--- src/rtl/mux16_rr_scheduler.sv ---
// -----------------------------------------------------------------------------
// mux16_rr_scheduler
//
// Round-robin scheduler that shares one 16:1 single-bit mux among 16
// requesters. Exactly one channel owns the mux at a time. Ownership ends when
// the owner releases, drops its request, or has held the mux for HOLD_MAX
// cycles. On release the next requester is granted at the same edge, so there
// is no idle cycle between owners.
//
// Parameters:
//   HOLD_MAX   maximum consecutive cycles one owner may hold the mux (1..16)
//
// Ports:
//   clk        rising-edge clock
//   rst        asynchronous, active-high reset
//   req[15:0]  per-channel request; bit i asks for ownership of A[i]
//   rel        current owner gives up the mux after this cycle
//   A[15:0]    mux data inputs, A[i] driven by channel i
//   S[3:0]     registered select, index of the current (or last) owner
//   gnt[15:0]  registered one-hot grant, zero when there is no owner
//   gnt_valid  registered, high while an owner holds the mux
//   out        combinational A[S] while gnt_valid is high, else 0
// -----------------------------------------------------------------------------

// Plain 16:1 single-bit mux shared by the requesters.
module mux16 (
  input  logic [15:0] a_i,
  input  logic [3:0]  sel_i,
  output logic        y_o
);
  assign y_o = a_i[sel_i];
endmodule

module mux16_rr_scheduler #(
  parameter int HOLD_MAX = 4
) (
  input  logic        clk,
  input  logic        rst,
  input  logic [15:0] req,
  input  logic        rel,
  input  logic [15:0] A,
  output logic [3:0]  S,
  output logic [15:0] gnt,
  output logic        gnt_valid,
  output logic        out
);

  localparam int            CW       = $clog2(HOLD_MAX + 1);
  localparam logic [CW-1:0] CNT_LAST = CW'(HOLD_MAX - 1);

  typedef enum logic {
    IDLE = 1'b0,
    OWN  = 1'b1
  } state_t;

  state_t        state_q, state_d;
  logic [3:0]    s_q, s_d;
  logic [3:0]    last_q, last_d;
  logic [15:0]   gnt_q, gnt_d;
  logic [CW-1:0] cnt_q, cnt_d;

  logic [3:0]    base;
  logic [3:0]    pick;
  logic          any_req;
  logic          release_c;
  logic          mux_y;

  assign any_req = |req;

  // A releasing owner becomes the new 'last', so the search starts right
  // after the current owner; in IDLE it starts after the stored last owner.
  assign base = (state_q == OWN) ? s_q : last_q;

  // Round-robin search: scan from base+16 (= base itself) down to base+1 and
  // let the last hit win, which yields the first requester in the order
  // base+1, base+2, ..., base. The previous owner therefore comes last.
  always_comb begin
    pick = base;
    for (int j = 16; j >= 1; j--) begin
      if (req[base + 4'(j)]) pick = base + 4'(j);
    end
  end

  assign release_c = rel || !req[s_q] || (cnt_q == CNT_LAST);

  // NOTE: every signal assigned here gets a default first, so no path through
  // the block leaves a value unassigned and no latch is inferred.
  always_comb begin
    state_d = state_q;
    s_d     = s_q;
    last_d  = last_q;
    gnt_d   = gnt_q;
    cnt_d   = cnt_q;

    unique case (state_q)
      IDLE: begin
        if (any_req) begin
          state_d = OWN;
          s_d     = pick;
          gnt_d   = 16'd1 << pick;
          cnt_d   = '0;
        end
      end

      OWN: begin
        if (release_c) begin
          last_d = s_q;
          if (any_req) begin
            // Back-to-back handoff, possibly to the same channel.
            s_d   = pick;
            gnt_d = 16'd1 << pick;
            cnt_d = '0;
          end else begin
            state_d = IDLE;
            gnt_d   = '0;
          end
        end else begin
          cnt_d = cnt_q + 1'b1;
        end
      end

      default: state_d = IDLE;
    endcase
  end

  // NOTE: sequential state uses non-blocking assignments so every register
  // samples the pre-edge values, independent of statement order.
  always_ff @(posedge clk or posedge rst) begin
    if (rst) begin
      state_q <= IDLE;
      s_q     <= 4'd0;
      last_q  <= 4'd15;
      gnt_q   <= '0;
      cnt_q   <= '0;
    end else begin
      state_q <= state_d;
      s_q     <= s_d;
      last_q  <= last_d;
      gnt_q   <= gnt_d;
      cnt_q   <= cnt_d;
    end
  end

  mux16 u_mux (
    .a_i   (A),
    .sel_i (s_q),
    .y_o   (mux_y)
  );

  assign S         = s_q;
  assign gnt       = gnt_q;
  assign gnt_valid = (state_q == OWN);
  assign out       = gnt_valid & mux_y;

endmodule
--- config.mk ---
export PLATFORM = sky130hd
export DESIGN_NAME = mux16_rr_scheduler
export DESIGN_NICKNAME = d
export VERILOG_FILES = /design/src/rtl/mux16_rr_scheduler.sv
export SDC_FILE = /design/constraint.sdc
export NUM_CORES = 1
export LEC_CHECK = 0
export CAP_MARGIN = 20
export CELL_PAD_IN_SITES_DETAIL_PLACEMENT = 1
export CELL_PAD_IN_SITES_GLOBAL_PLACEMENT = 1
export CORE_MARGIN = 5
export CORE_UTILIZATION = 23
export DETAILED_ROUTE_END_ITERATION = 6
export PLACE_DENSITY_LB_ADDON = 0.1
export SLEW_MARGIN = 20
export SYNTH_ARGS = -nofsm -noshare
export SYNTH_HDL_FRONTEND = slang
export SYNTH_SLANG_ARGS = --single-unit
--- constraint.sdc ---
create_clock -name clk -period 4.65 [get_ports clk]
set_clock_uncertainty 0.1 [all_clocks]
set_input_delay 0.93 -clock clk [delete_from_list [all_inputs] [get_ports clk]]
set_output_delay 0.93 -clock clk [all_outputs]
set_load 0.005 [all_outputs]
==> flow_summary.json, run 1 <==
{
  "status": "complete, no violations",
  "grt_usage_pct": 15.00,
  "route.detailed.drc": 0,
  "setup_tns_ns": 0,
  "synthCells": 391,
  "fin_crit_sh_pct": 91.93,
  "drv_cap": 0,
  "ys_types": 75,
  "worstPathArrival_ns": 4.32,
  "wl_mm": 15.09,
  "critPathCaptureType": "register",
  "r2r_cells": 11,
  "setup_viol": 0,
  "mostFrequentLayoutCells": "clkdlybuf4s50_1 (56), nand2_1 (38), buf_4 (34)",
  "place.gp.congestion": 0.8389,
  "dpl.hpwl_mm": 12.07,
  "area_growth_pct": 29.83,
  "core_area_sq_um": 17180,
  "slowest_stage": "mux4_2",
  "die_h_microns": 141.8,
  "cts_sinks": 28,
  "rows": 48,
  "maxSlewViolCount": 0,
  "startpoint_type": "register",
  "fmax_mhz": 233.9,
  "worst_pin_slew_ns": 0.7649,
  "vias_per_cell": 5.391,
  "place_ws_ns": 0.09269,
  "synth_nets": 435,
  "clock-root-buffer": "clkbuf_16",
  "synth-main-ff-cell": "dfrtp_1",
  "synth_area_sq_um": 3998,
  "yosysTopAreaCell": "mux4_2",
  "ant_nets": 0,
  "gr-total-overflow": 0,
  "cts.clk_slew.worst_paths_ns": 0.07,
  "io_pins": 57,
  "antenna_found_initial": 0,
  "placed_cells": 687,
  "yosysSeqAreaShare_pct": 17.65,
  "hold_path.class": "register to register",
  "path_common_cell": "buf_4",
  "path_class": "register to register",
  "insertion_delay_ns": 0.26,
  "yosysTopAreaCellShare_pct": 18.03,
  "whs_ns": 0.3793,
  "holdBufCountCts": 0,
  "use_met2_pct": 26.06,
  "wl_per_cell_microns": 21.83,
  "met1_usage_pct": 21.03,
  "grt_max_degree": 19,
  "hold_depth": 2,
  "synth_seq_cells": 28,
  "die-area_sq_um": 20120,
  "grtUsageMet3_pct": 1.213,
  "relSlewSlack_pct": 47.55,
  "period_minus_slack_ns": 4.275,
  "syn_avg_cell_area_sq_um": 10.22,
  "drt_iter0_markers": 195,
  "synth_area_leaders": "mux4_2 (18%), dfrtp_1 (15%), mux2i_1 (7.0%)",
  "vias": 3725,
  "grt_pass1_vias": 4150,
  "stdcell_count": 691,
  "final_nets": 511,
  "dieWidth_microns": 141.8,
  "setup_slack_ns": 0.3752,
  "dr.pass1.iters": 4,
  "path_max_fanout": 9,
  "clockBufferDepth": 2,
  "cp_slowest_stage_delay_ns": 0.60,
  "start_util_pct": 23.27,
  "numCtsBuffers": 3,
  "yosys_warnings": 0,
  "drive_gt1_share_pct": 28.33,
  "critPathRequiredTime_ns": 4.70,
  "insertedDiodeCount": 0,
  "h-tree-depth": 1,
  "hold_viol_final": 0,
  "synthArstFlopShare_pct": 100.0,
  "cts_tree": "done",
  "rsz0062_at_grt": "no",
  "grt_pass1_wl_mm": 24.13,
  "path_cells": "mux2i_4 -> buf_4 -> buf_4 -> mux2i_2 -> mux2i_1 -> mux4_2 -> a2111oi_1 -> a211oi_1 -> a22o_1 -> buf_12 -> o41ai_1",
  "grt-busiest-layer": "met2",
  "port_buffers": 56,
  "mostFrequentLayoutCell": "clkdlybuf4s50_1",
  "synth_edf_count": 0
}
registers in the layout, indices dropped and copies added (netlist names):
signal / cells
gnt: 16
S: 4
last_q: 4
gnt_valid: 1
cnt_q: 3
worst max-delay path, delay by kind of cell, from the launching register on:
kind                   cells  cell delay, ns
DFF                        1            0.50
AOI/OAI and AO/OA          4            1.32
muxes                      4            1.64
buffers and inverters      3            0.60
synth_stat cells, drive strengths merged, types with 2 or more instances:
cell,number
o211a,2
dfstp,4
a211o,2
nand3,10
o22ai,7
or2,2
buf,11
mux2,21
and3,3
a21boi,2
o21bai,2
mux2i,44
a221oi,2
nor2,15
o22a,2
o21ai,14
a21oi,16
clkbuf,11
nand2,38
o31ai,2
o21a,3
a2111oi,3
ha,9
or3,2
nor4,7
xnor2,12
nor3,10
a22oi,4
o211ai,6
a22o,2
o41ai,17
inv,14
dfrtp,24
nor4b,2
o2111ai,2
a31oi,3
and2,5
mux4,32
a211oi,6
nand2b,4
final timing paths:
kind	start	endpoint	slack [ns]
max	gnt_valid	gnt[14]	0.38
min	gnt[5]	gnt[5]	0.38
max reg2reg	gnt_valid	gnt[14]	0.38
min reg2reg	gnt[5]	gnt[5]	0.38
max in group asynchronous	rst	last_q[2]	2.86
min in group asynchronous	rst	gnt[11]	0.98
metal layers:
| layer | wire length (microns) | vias to the layer above | share of wire [%] |
|---|---|---|---|
| met5 | 0 | - | 0 |
| met4 | 103 | 0 | 0.68 |
| met3 | 422 | 6 | 2.8 |
| met2 | 7396 | 67 | 49 |
| met1 | 7163 | 1927 | 47 |
| li1 | - | 1725 | - |
cells by family (layout without fill, tap and decap cells):
family | Yosys count | in the layout | share of synthesized area, %
multiplexers | 97 | 97 | 37.65
buffers and inverters | 36 | 111 | 4.507
XOR/XNOR | 12 | 12 | 3.662
flip-flops | 28 | 28 | 17.65
adder cells (fa/ha/maj) | 9 | 9 | 2.817
AO/OA/AOI/OAI | 108 | 108 | 21.60
AND/OR/NAND/NOR | 101 | 101 | 12.11
cell type report:
class | instances | area, sq um
Timing Repair Buffer | 93 | 870.8
Tap cell | 225 | 281.5
Multi-Input combinational cell | 327 | 3168
Sequential cell | 28 | 706.9
Clock inverter | 1 | 30.03
Inverter | 14 | 57.56
Clock buffer | 3 | 75.07
Fill cell | 1981 | 11990
repair_timing:
action,4_1_cts,5_1_grt
gates resized for setup,0,8
setup buffers,0,0
setup endpoints to repair,0,9
through the flow:
step                utilization [%]  cell area [sq um]
floorplan                         -               3998
global placement              29.18               5012
detailed placement            29.29               5031
CTS                           29.90               5136
global route                  30.22               5190
finish                        30.22               5190
Power of run 1 is left out: the tool's default activity adds up to more than one toggle a clock period on the data nets, which glitch-free logic cannot reach.
==> inputs of run 2 (changes only) <==
--- a/config.mk
+++ b/config.mk
@@ -8,6 +8,7 @@
 export CAP_MARGIN = 20
 export CELL_PAD_IN_SITES_DETAIL_PLACEMENT = 1
 export CELL_PAD_IN_SITES_GLOBAL_PLACEMENT = 1
+export CORE_ASPECT_RATIO = 1.1
 export CORE_MARGIN = 5
 export CORE_UTILIZATION = 23
 export DETAILED_ROUTE_END_ITERATION = 6
==> flow_summary.json, run 2 (synthesized netlist as in run 1, its figures left out) <==
{
  "status": "complete, no violations",
  "grt_max_degree": 29,
  "mostFrequentLayoutCell": "clkdlybuf4s50_1",
  "route.detailed.drc": 0,
  "antenna_found_initial": 0,
  "post-route-util_pct": 30.31,
  "setup_viol": 0,
  "critPathRequiredTime_ns": 4.69,
  "vias": 3797,
  "setup_tns_ns": 0,
  "dieWidth_microns": 135.7,
  "relSlewSlack_pct": 48.34,
  "startpoint_type": "register",
  "fill_cells": 1906,
  "grt-busiest-layer": "met2",
  "place.gp.congestion": 0.8274,
  "register_area_sq_um": 705.7,
  "fmax_mhz": 231.6,
  "ant_nets": 0,
  "numCtsBuffers": 3,
  "mostFrequentLayoutCells": "clkdlybuf4s50_1 (56), buf_4 (40), nand2_1 (38)",
  "fin_area_sq_um": 5177,
  "grtUsageMet3_pct": 1.827,
  "worstPathArrival_ns": 4.36,
  "insertedDiodeCount": 0,
  "critPathCaptureType": "register",
  "h-tree-depth": 1,
  "area_growth_pct": 29.51,
  "gr-total-overflow": 0,
  "port_buffers": 56,
  "grt_usage_pct": 15.59,
  "cts_tree": "done",
  "period_minus_slack_ns": 4.318,
  "cts.clk_slew.worst_paths_ns": 0.07,
  "dr.pass1.iters": 4,
  "vias_per_cell": 5.386,
  "fin_crit_sh_pct": 92.85,
  "grt_pass1_wl_mm": 24.70,
  "maxSlewViolCount": 0,
  "drive_gt1_share_pct": 28.66,
  "use_met2_pct": 26.84,
  "die_h_microns": 148.3,
  "die-area_sq_um": 20120,
  "insertion_delay_ns": 0.26,
  "largest_register_ffs": 16,
  "dpl.hpwl_mm": 12.39,
  "drv_cap": 0,
  "hold_viol_final": 0,
  "cts_sinks": 28,
  "final_nets": 516,
  "worst_pin_slew_ns": 0.7533,
  "core_area_sq_um": 17080,
  "wl_mm": 15.51,
  "holdBufCountCts": 0,
  "multi_input_area_sq_um": 3115,
  "io_pins": 57,
  "clock-root-buffer": "clkbuf_16",
  "drt_iter0_markers": 190,
  "wl_per_cell_microns": 22.00,
  "rows": 50,
  "hold_path.class": "register to register",
  "placed_area_sq_um": 5072,
  "met1_usage_pct": 21.51,
  "rsz0062_at_grt": "no",
  "clockBufferDepth": 2,
  "path_class": "register to register",
  "grt_pass1_vias": 4082,
  "cts_setup_buffers": 0,
  "cts-resized-gates": 0,
  "start_util_pct": 23.41,
  "path_max_fanout": 9
}
## run 2: worst paths after layout
| path | start | end | slack (ns) | depth (start not counted) |
|---|---|---|---|---|
| worst min register to register | gnt[3] | gnt[3] | 0.38 | 2 |
| worst max register to register | gnt_valid | gnt[10] | 0.33 | 12 |
| max in group asynchronous | rst | S[3] | 3.10 | 2 |
| min in group asynchronous | rst | cnt_q[0] | 0.95 | 2 |
| worst max-delay path | gnt_valid | gnt[10] | 0.33 | 12 |
| worst min-delay path | gnt[3] | gnt[3] | 0.38 | 2 |
## run 2: metrics by stage
stage | std cells | worst slack [ns] | hold WS [ns]
after global placement | 701 | 0.1872 | 0.3662
after detailed placement | 701 | 0.1856 | 0.3711
final | 705 | 0.3323 | 0.3840
after floorplan | 391 | 0.4358 | 0.3648
after CTS | 705 | 0.2966 | 0.3926
after global routing | 705 | 0.004197 | 0.4119
## run 2: layout make-up
cell class / count / share of cell area (%)
Sequential cell: 28 / 13.63
Clock inverter: 1 / 0.5800
Timing Repair Buffer: 98 / 17.40
Multi-Input combinational cell: 327 / 60.17
Tap cell: 234 / 5.655
Inverter: 14 / 1.112
Clock buffer: 3 / 1.450
## run 2: worst max-delay path: stages (launching register included)
cell,delay (ns)
dfrtp_1,0.51
mux2i_4,0.32
inv_2,0.12
ha_1,0.30
xnor2_1,0.33
buf_12,0.19
mux4_2,0.61
mux2i_1,0.34
nor3_1,0.10
nor4b_1,0.33
o311a_1,0.31
o211ai_4,0.19
o41ai_1,0.42
## run 2: per-layer routing
| metal | up-vias | wire length [microns] |
|---|---|---|
| met5 | - | 0 |
| met3 | 8 | 639 |
| met2 | 85 | 7665 |
| met4 | 0 | 124 |
| met1 | 1965 | 7080 |
| li1 | 1739 | - |
Power of run 2 is left out for the same reason.
